==> config.mk <==
export PLATFORM = sky130hd
export DESIGN_NAME = pixel_loader
export DESIGN_NICKNAME = d
export VERILOG_FILES = /design/src/rtl/median_pkg.sv /design/src/rtl/pixel_counter.sv /design/src/rtl/pixel_loader.sv
export SDC_FILE = /design/constraint.sdc
export NUM_CORES = 1
export LEC_CHECK = 0
export ABC_AREA = 0
export BUFFER_PORTS_ARGS = -buffer_cell sky130_fd_sc_hd__buf_2
export CAP_MARGIN = 15
export CELL_PAD_IN_SITES_DETAIL_PLACEMENT = 1
export CELL_PAD_IN_SITES_GLOBAL_PLACEMENT = 1
export CORE_UTILIZATION = 35
export CTS_CLUSTER_SIZE = 14
export DETAILED_ROUTE_END_ITERATION = 12
export PLACE_DENSITY = 0.81
export SLEW_MARGIN = 30
export SYNTH_ARGS = -nofsm -noshare
export SYNTH_HDL_FRONTEND = slang
export SYNTH_SLANG_ARGS = --single-unit
==> constraint.sdc <==
create_clock -name clk -period 2.1 [get_ports clk]
set_clock_uncertainty 0.2 [all_clocks]
set_input_delay 0.42 -clock clk [delete_from_list [all_inputs] [get_ports clk]]
set_output_delay 0.42 -clock clk [all_outputs]
set_load 0.02 [all_outputs]
==> src/rtl/median_pkg.sv <==
// median_pkg: shared loader state type and default image geometry for the median filter
// Contents:
//   loader_state_t  - pixel_loader FSM states (IDLE, LOAD, DRAIN, DONE)
//   IMG_W_DEF       - default pixels per row, shared with the window-scan FSM
//   IMG_H_DEF       - default rows per frame, shared with the window-scan FSM
package median_pkg;

    typedef enum logic [1:0] {IDLE, LOAD, DRAIN, DONE} loader_state_t;

    localparam int IMG_W_DEF = 256;
    localparam int IMG_H_DEF = 256;

endpackage

==> src/rtl/pixel_counter.sv <==
// pixel_counter: ADDR_W-bit pixel index counter with clear, enable and terminal-count flag
// Ports:
//   clk   in  : rising-edge clock
//   nres  in  : synchronous active-high reset
//   clr   in  : synchronous clear to 0
//   en    in  : increment by one
//   cnt   out : current pixel index
//   tc    out : high while cnt == N-1
module pixel_counter
    import median_pkg::*;
#(
    parameter int ADDR_W = 16,
    parameter int N      = IMG_W_DEF * IMG_H_DEF
) (
    input  logic              clk,
    input  logic              nres,
    input  logic              clr,
    input  logic              en,
    output logic [ADDR_W-1:0] cnt,
    output logic              tc
);

    localparam logic [ADDR_W-1:0] LAST = ADDR_W'(N - 1);

    always_ff @(posedge clk) begin
        if (nres || clr) cnt <= '0;
        else if (en)     cnt <= cnt + 1'b1;
    end

    assign tc = cnt == LAST;

endmodule

==> src/rtl/pixel_loader.sv <==
// pixel_loader: writes one raster-order 8-bit frame into image RAM and pulses done at frame end
// Optional feature macro: LOADER_FRAME_CHECK_EN enables in_last framing checks and DRAIN.
// Ports:
//   clk          in  : rising-edge clock
//   nres         in  : synchronous active-high reset
//   start        in  : arm for one frame (sampled in IDLE only)
//   in_valid     in  : upstream pixel valid
//   in_data      in  : pixel value
//   in_last      in  : final pixel of a frame
//   in_ready     out : pixel accepted this cycle when valid (LOAD or DRAIN)
//   ram_wr_en    out : registered RAM write strobe
//   ram_wr_addr  out : registered RAM write address (BASE_ADDR + index, wraps)
//   ram_wr_data  out : registered RAM write data
//   busy         out : high in LOAD or DRAIN
//   done         out : one-cycle pulse at end of frame
//   frame_err    out : sticky framing error, cleared by the next accepted start
module pixel_loader
    import median_pkg::*;
#(
    parameter int IMG_W     = IMG_W_DEF,
    parameter int IMG_H     = IMG_H_DEF,
    parameter int ADDR_W    = 16,
    parameter int BASE_ADDR = 0
) (
    input  logic              clk,
    input  logic              nres,
    input  logic              start,
    input  logic              in_valid,
    input  logic [7:0]        in_data,
    input  logic              in_last,
    output logic              in_ready,
    output logic              ram_wr_en,
    output logic [ADDR_W-1:0] ram_wr_addr,
    output logic [7:0]        ram_wr_data,
    output logic              busy,
    output logic              done,
    output logic              frame_err
);

    localparam int N = IMG_W * IMG_H;

    loader_state_t     state, state_nx;
    logic [ADDR_W-1:0] pix_cnt;
    logic              tc, arm, xfer, load_xfer;

    // in_ready comes from the state register only, so it never depends on in_valid
    assign in_ready  = state == LOAD || state == DRAIN;
    assign busy      = in_ready;
    assign done      = state == DONE;
    assign arm       = state == IDLE && start;
    assign xfer      = in_valid && in_ready;
    assign load_xfer = xfer && state == LOAD;

    pixel_counter #(.ADDR_W(ADDR_W), .N(N)) u_cnt (
        .clk  (clk),
        .nres (nres),
        .clr  (arm),
        .en   (load_xfer),
        .cnt  (pix_cnt),
        .tc   (tc)
    );

    always_comb begin
        state_nx = state;
        case (state)
            IDLE: state_nx = start ? LOAD : IDLE;
            LOAD: begin
`ifdef LOADER_FRAME_CHECK_EN
                // early in_last ends a short frame; a full count without in_last drains the excess
                if (load_xfer && (tc || in_last)) state_nx = (tc && !in_last) ? DRAIN : DONE;
`else
                if (load_xfer && tc) state_nx = DONE;
`endif
            end
            DRAIN: if (xfer && in_last) state_nx = DONE;
            default: state_nx = IDLE;
        endcase
    end

    always_ff @(posedge clk) begin
        if (nres) begin
            state       <= IDLE;
            ram_wr_en   <= 1'b0;
            ram_wr_addr <= '0;
            ram_wr_data <= '0;
        end else begin
            state     <= state_nx;
            ram_wr_en <= load_xfer;
            if (load_xfer) begin
                ram_wr_addr <= ADDR_W'(BASE_ADDR) + pix_cnt;
                ram_wr_data <= in_data;
            end
        end
    end

`ifdef LOADER_FRAME_CHECK_EN
    // a LOAD transfer is misframed exactly when in_last disagrees with the terminal count
    always_ff @(posedge clk) begin
        if (nres || arm)                      frame_err <= 1'b0;
        else if (load_xfer && (tc ^ in_last)) frame_err <= 1'b1;
    end
`else
    assign frame_err = 1'b0;
`endif

endmodule

==> run summary, run 1 <==
* Pleak: 0.938 nW
* top cells by area, synth: sky130_fd_sc_hd__dfxtp_1 47%, sky130_fd_sc_hd__nand2_1 11%, sky130_fd_sc_hd__a21oi_1 8.8%
* Max Cap Viol: 0
* post-route DRC violation count: 0
* number of buffers on the longest clock path: 2
* clock tree from TritonCTS: done
* type of origin of the critical path: flip-flop
* count of state elements after synthesis: 43
* die extent in x: 74.2 um
* Seq/Total Area, Yosys: 47.1%
* Site Rows: 25
* largest net degree at the start of global routing: 27
* required time at the worst-slack endpoint: 2090 ps
* VDD IR-drop max: 0.423 mV
* area of the mapped netlist: 1830 um2
* Top-Level Pins: 42
* DR vias/cell: 4.97
* ratio of cells with drive above 1 in the final layout: 27.8%
* number of sinks handled by clock tree synthesis: 43
* final number of setup-violating endpoints: 0
* overall routed net length: 4500 um
* mean instance size in the synthesized netlist: 8.46 um2
* longest individual stage delay on the worst path: 350 ps
* Switching Fraction: 29.1%
* via count of the first global-routing pass: 1585
* post-layout total power: 1.93 mW
* core area: 4880 um2
* RR Startpoint: state[0]
* DP HPWL: 3240 um
* Pre-antenna DRT Iters: 4
* result of the run: finished clean
* final hold viol count: 0
* Hold Crit Depth: 3
* count of unique library cells instantiated by Yosys: 39
* fraction of the core area covered by cells at the end of the flow: 46.3%
* setup repair after global routing missed its margin: false
* GPL Wtd Cong: 0.827
* Reg2Reg Setup Slack: 120 ps
* layout net count: 276
* floorplan die height: 74.2 um
* hold path startpoint: in_data[6]
* area growth from synthesis to final layout: 23.8%
* Pins Over Slew Limit: 0
* initial antenna violation count: 0
* total clock buffers created by CTS: 5
* area share of the leading cell type in the synthesized netlist: 47.1%
* cell taking the most area after synthesis: sky130_fd_sc_hd__dfxtp_1
* number of buffers inserted to repair setup after CTS: 0
* Reg clk slew, reported paths: 90 ps
* kind of end point of the critical path: flip-flop
* htree depth: 2
* area of the die: 5510 um2
* number of cells produced by synthesis: 216
* Placed Cells: 318
* number of hold buffers added after CTS: 0
* overflow left after global routing: 0
* non-filler instance count after layout: 326
* portion of total power attributed to combinational logic: 21.7%
* beginning of the critical path: state[0]
* capture instance of the worst register-to-register path: state[0]
* class of the most critical hold timing path: input port to flip-flop
* part of the total power dissipated in the clock network: 33.9%
* Hold Path Sink: ram_wr_data[6]
* internal power component: 1.37 mW
* Reg power frac: 44.4%
* portion of the clock cycle consumed by the worst path in the final layout: 94.1%
* Initial Utilization: 37.4%
* wire length of the first global-routing pass: 7250 um
* minimum clock period: 1980 ps
* startpoint-to-endpoint class of the critical path: flip-flop to flip-flop
* cells traversed along the worst timing path: inv_1 -> ha_4 -> and4_4 -> nand4_4 -> o22ai_4 -> mux2_2
* Pwr per Cell Area: 855 nW/um2
* count of synthesis-stage warnings from yosys: 0
* count of port buffers added during placement: 40
* Post-Syn Nets: 234
* slowest library cell on the worst path: sky130_fd_sc_hd__dfxtp_2
* count of antenna-violating nets left after detailed routing: 0
* sw power: 562 uW
* maximum frequency from static timing analysis: 506 MHz
* worst skew pair latency: 300 ps
* number of cells traversed by the worst register-to-register path: 6
* # diodes: 0
* arrival time at the worst endpoint: 1970 ps
* library cell used as clock root buffer: sky130_fd_sc_hd__clkbuf_8
* routed len/inst: 13.8 um
* drt first-iter violations: 39
* total via count after detailed routing: 1619
* Crit Path Max Fanout: 8
* GRT Overall Usage: 17.6%
## worst max path at each step
stage,to,cells after the start
3_3_place_gp,u_cnt.cnt[3],6
6_report,state[0],6
5_1_grt,state[0],6
2_1_floorplan,state[0],6
3_5_place_dp,state[0],6
4_1_cts,state[0],6
## layer usage
layer	global-route usage (%)	share of wire [%]	vias to the layer above	routed length [um]
met1	21.3	45	771	2040
met5	0	0	-	0
met4	9.22	2.2	0	98
li1	-	-	806	-
met3	3.79	3.5	10	157
met2	29.5	49	32	2200
## critical path, delay by kind of cell (launching register included)
kind,cells,cell delay (ps)
adder cells (fa/ha/maj),1,330
AO/OA/AOI/OAI,1,140
AND/OR/NAND/NOR,2,410
flip-flops,1,350
multiplexers,1,350
buffers and inverters,1,90
## cell usage after synthesis
cell type                   n
sky130_fd_sc_hd__and3_2     2
sky130_fd_sc_hd__or3_1      4
sky130_fd_sc_hd__ha_1       5
sky130_fd_sc_hd__buf_4      2
sky130_fd_sc_hd__o22ai_1    1
sky130_fd_sc_hd__and3_1     1
sky130_fd_sc_hd__and4_1     1
sky130_fd_sc_hd__a31oi_1    2
sky130_fd_sc_hd__nand3_2    2
sky130_fd_sc_hd__nor4_1     1
sky130_fd_sc_hd__mux2i_1    1
sky130_fd_sc_hd__and3_4     1
sky130_fd_sc_hd__conb_1     1
sky130_fd_sc_hd__o21ai_0    4
sky130_fd_sc_hd__nor3_4     1
sky130_fd_sc_hd__and2_2     1
sky130_fd_sc_hd__nand4_4    1
sky130_fd_sc_hd__and2_1     2
sky130_fd_sc_hd__inv_1      4
sky130_fd_sc_hd__dfxtp_1   43
sky130_fd_sc_hd__buf_1      2
sky130_fd_sc_hd__nor2_1    14
sky130_fd_sc_hd__a41o_1     2
sky130_fd_sc_hd__nand3_1    4
sky130_fd_sc_hd__a21oi_1   32
sky130_fd_sc_hd__nand4_1    1
sky130_fd_sc_hd__nand2b_1   1
sky130_fd_sc_hd__xnor2_1    4
sky130_fd_sc_hd__xor2_1     4
sky130_fd_sc_hd__nand2_1   54
sky130_fd_sc_hd__clkbuf_1   3
sky130_fd_sc_hd__buf_2      6
sky130_fd_sc_hd__nor4b_2    1
sky130_fd_sc_hd__a21o_1     2
sky130_fd_sc_hd__o211ai_1   1
sky130_fd_sc_hd__and4_4     2
sky130_fd_sc_hd__mux2_2     1
sky130_fd_sc_hd__nor3_1     1
sky130_fd_sc_hd__or2b_1     1
## placed cells by master (no fill, tap or decap), drive strengths merged
cell,count
xor2,4
a21o,2
conb,1
or3,4
nand2b,1
ha,5
dfxtp,43
clkinv,2
o211ai,1
o21ai,4
nor4b,1
and3,4
buf,48
nor4,1
mux2i,1
inv,4
o22ai,1
and2,3
nand3,6
or2b,1
clkbuf,5
mux2,1
nand2,54
nor2,14
xnor2,4
a41o,2
a21oi,32
a31oi,2
nor3,2
and4,3
bufinv,1
nand4,2
## metrics by stage
| stage | setup WS [ps] | cell area [um2] | setup TNS [ps] | hold slack [ps] |
|---|---|---|---|---|
| 2_1_floorplan | 6.34 | 1830 | 0 | 246 |
| 3_3_place_gp | 59.4 | 2110 | 0 | 240 |
| 3_5_place_dp | -48.5 | 2110 | -137 | 244 |
| 4_1_cts | 72.6 | 2250 | 0 | 136 |
| 5_1_grt | 38.2 | 2260 | 0 | 152 |
| 6_report | 124 | 2260 | 0 | 146 |
## layout make-up
class / count / area (um2)
fill: 616 / 2620
multi-input combinational: 156 / 923
sequential: 43 / 862
timing repair buffer: 48 / 264
tap: 67 / 83.8
clock buffer: 5 / 68.8
clock inverter: 3 / 43.8
inverter: 4 / 15.0
## state kept, by name, summed over array words and instances, names as in the netlist
name and flops:
state 2, ram_wr_data 8, ram_wr_addr 16, u_cnt.cnt 16
ram_wr_en 1
## cell families after synthesis
logic type | synth area share [%]
simple gates | 26.7
compound gates | 13.2
flops | 47.1
buf+inv | 4.31
xor+xnor | 3.84
fa+ha+maj | 3.42
mux | 1.16
other cells | 0.205
## what timing repair did
action,CTS,global route
setup endpoints to repair,3,1
gates resized for setup,4,3
pin swaps,0,1
## power by group through the flow
stage / Combinational (mW) / Clock, mW / Sequential (mW)
2_1_floorplan: 0.243 / 0 / 0.892
3_3_place_gp: 0.357 / 0 / 0.875
3_5_place_dp: 0.371 / 0 / 0.876
4_1_cts: 0.413 / 0.682 / 0.857
5_1_grt: 0.466 / 0.705 / 0.863
6_report: 0.420 / 0.655 / 0.858
No activity file was read; power rests on OpenSTA's default activity.
==> run 2, diff against run 1 <==
--- a/config.mk
+++ b/config.mk
@@ -14,7 +14,8 @@
 export CTS_CLUSTER_SIZE = 14
 export DETAILED_ROUTE_END_ITERATION = 12
 export PLACE_DENSITY = 0.81
-export SLEW_MARGIN = 30
+export RECOVER_POWER = 50
+export SLEW_MARGIN = 20
 export SYNTH_ARGS = -nofsm -noshare
 export SYNTH_HDL_FRONTEND = slang
 export SYNTH_SLANG_ARGS = --single-unit
==> run 2 against run 1 <==
  * Combinational power fell by 1%
  * Non-clock buffer count unchanged
  * Highest routed layer unchanged
  * Maximum frequency barely moved
  * Core utilization is 0.64 points lower
  * First-iteration DRC count did not move
  * Clock-buffer cell count stayed put
  * Worst hold slack got worse by 0.57 ps
  * Sequential power about the same
  * Routed wire length grew 0.29%
  * Final area decreased by 1.4%
  * Critical path depth stayed put
  * Power decreased by 0.14%
==> run summary, run 2 (synthesis gave the netlist of run 1 again) <==
* result of the run: finished clean, unchanged
* worst skew pair latency: 310 ps, was 300 ps
* number of hold buffers added after CTS: 0, unchanged
* post-route DRC violation count: 0, unchanged
* initial antenna violation count: 0, unchanged
* number of sinks handled by clock tree synthesis: 43, unchanged
* Top-Level Pins: 42, unchanged
* DR vias/cell: 4.98, was 4.97
* Reg clk slew, reported paths: 90 ps, about the same
* ratio of cells with drive above 1 in the final layout: 18.1%, was 27.8%
* fraction of the core area covered by cells at the end of the flow: 45.7%, was 46.3%
* Final Instance Area: 2230 um2, was 2260 um2
* met3 track demand over resource: 3.79%, unchanged
* cells traversed along the worst timing path: inv_1 -> ha_4 -> and4_4 -> nand4_4 -> o22ai_4 -> mux2_2, unchanged
* largest net degree at the start of global routing: 27, unchanged
* via count of the first global-routing pass: 1585, unchanged
* placed inst area: 2110 um2, unchanged
* Placed Cells: 318, unchanged
* startpoint-to-endpoint class of the critical path: flip-flop to flip-flop, unchanged
* layout net count: 276, unchanged
* count of antenna-violating nets left after detailed routing: 0, unchanged
* Pre-antenna DRT Iters: 4, unchanged
* maximum frequency from static timing analysis: 506 MHz, about the same
* kind of end point of the critical path: flip-flop, unchanged
* final hold viol count: 0, unchanged
* commonest cells after routing, fill and taps aside: 54 x sky130_fd_sc_hd__nand2_1, 42 x sky130_fd_sc_hd__dfxtp_1, 32 x sky130_fd_sc_hd__a21oi_1, 25 x sky130_fd_sc_hd__clkbuf_1, 15 x sky130_fd_sc_hd__buf_2, was 54 x sky130_fd_sc_hd__nand2_1, 42 x sky130_fd_sc_hd__dfxtp_1, 40 x sky130_fd_sc_hd__buf_2, 32 x sky130_fd_sc_hd__a21oi_1, 14 x sky130_fd_sc_hd__nor2_1
* count of port buffers added during placement: 40, unchanged
* Pleak: 0.828 nW, was 0.938 nW
* VDD IR-drop max: 0.422 mV, was 0.423 mV
* type of origin of the critical path: flip-flop, unchanged
* slowest library cell on the worst path: sky130_fd_sc_hd__dfxtp_2, unchanged
* GPL Wtd Cong: 0.827, unchanged
* required time at the worst-slack endpoint: 2090 ps, about the same
* routed len/inst: 13.8 um, about the same
* Max Cap Viol: 0, unchanged
* global routing usage on met1: 21.3%, unchanged
* arrival time at the worst endpoint: 1970 ps, about the same
* drt first-iter violations: 39, unchanged
* sum of negative setup slack: 0 ps, unchanged
* final number of setup-violating endpoints: 0, unchanged
* Initial Utilization: 37.4%, unchanged
* RR Startpoint: state[0], unchanged
* overall routed net length: 4510 um, was 4500 um
* die extent in x: 74.2 um, unchanged
* GRT Overall Usage: 17.6%, unchanged
* non-filler instance count after layout: 326, unchanged
* overflow left after global routing: 0, unchanged
* total clock buffers created by CTS: 5, unchanged
* hold path startpoint: in_data[6], unchanged
* biggest regs: ram_wr_addr (16), u_cnt.cnt (16), ram_wr_data (8), unchanged
* post-route setup slack: 123 ps, was 124 ps
* htree depth: 2, unchanged
* clock tree from TritonCTS: done, unchanged
* portion of the clock cycle consumed by the worst path in the final layout: 94.1%, about the same
* total via count after detailed routing: 1624, was 1619
* leading cell type in the layout, fill and taps excluded: sky130_fd_sc_hd__nand2_1, unchanged
* DP HPWL: 3240 um, unchanged
* area growth from synthesis to final layout: 22.1%, was 23.8%
* setup repair after global routing missed its margin: false, unchanged
* beginning of the critical path: state[0], unchanged
* # diodes: 0, unchanged
* core area: 4880 um2, unchanged
* wire length of the first global-routing pass: 7250 um, unchanged
* Site Rows: 25, unchanged
* Post-Place Worst Slack: -48.5 ps, unchanged
* library cell used as clock root buffer: sky130_fd_sc_hd__clkbuf_8, unchanged
* Pins Over Slew Limit: 0, unchanged
* floorplan die height: 74.2 um, unchanged
* minimum clock period: 1980 ps, about the same
* Pwr per Cell Area: 865 nW/um2, was 855 nW/um2
* class of the most critical hold timing path: input port to flip-flop, unchanged
* area of the die: 5510 um2, unchanged
* number of buffers on the longest clock path: 2, unchanged
* Most Used Layer, Global Route: met2, unchanged
* grt met2 use: 29.5%, unchanged
* Crit Path Max Fanout: 8, unchanged
* longest individual stage delay on the worst path: 350 ps, about the same
## run 2: cell count changes in the layout (fill, tap and decap cells not counted), sizes merged
cell / previous run / this run
clkbuf: 5 / 30
buf: 48 / 23
## run 2: metrics by stage
step / hold WS [ps] / power [mW]
2_1_floorplan: 246 / 1.14
3_3_place_gp: 240 / 1.23
3_5_place_dp: 244 / 1.25
4_1_cts: 136 / 1.95
5_1_grt: 152 / 2.03
6_report: 145 / 1.93
## run 2: critical path: cells and delay by family (launching register included)
family | cells | cell delay, ps
multiplexers | 1 | 350
AND/OR/NAND/NOR | 2 | 410
adder cells (fa/ha/maj) | 1 | 330
buffers and inverters | 1 | 90
AO/OA/AOI/OAI | 1 | 140
flip-flops | 1 | 350
## run 2: area by class of cell
cell class,count,area [um2]
Fill cell,624,2650
Tap cell,67,83.8
Clock buffer,5,68.8
Multi-Input combinational cell,156,923
Clock inverter,3,43.8
Inverter,4,15.0
Sequential cell,43,862
Timing Repair Buffer,48,233
## run 2: metal layers
metal	share of wire [%]	vias to the layer above	wire [um]
met4	2.1	0	97
li1	-	803	-
met5	0	-	0
met3	3.6	10	164
met1	45	780	2050
met2	49	31	2200
## run 2: final timing paths
kind                                         to  slack, ps  depth (start not counted)
worst max-delay path                   state[0]        120                          6
worst min-delay path             ram_wr_data[6]        150                          3
worst max register to register         state[0]        120                          6
worst min register to register  ram_wr_addr[10]        260                          2
## run 2: repair_timing
item / CTS / global route
pin swaps: 0 / 1
resized for setup: 4 / 3
setup endpoints to repair: 3 / 1
endpoints found under the hold margin: 0 / 0
buffers inserted: 0 / 0
## run 2: power by group
part | internal [mW] | leakage [nW] | switching (mW)
Combinational | 0.170 | 0.423 | 0.246
Clock | 0.354 | 0.0581 | 0.301
Sequential | 0.843 | 0.347 | 0.0154
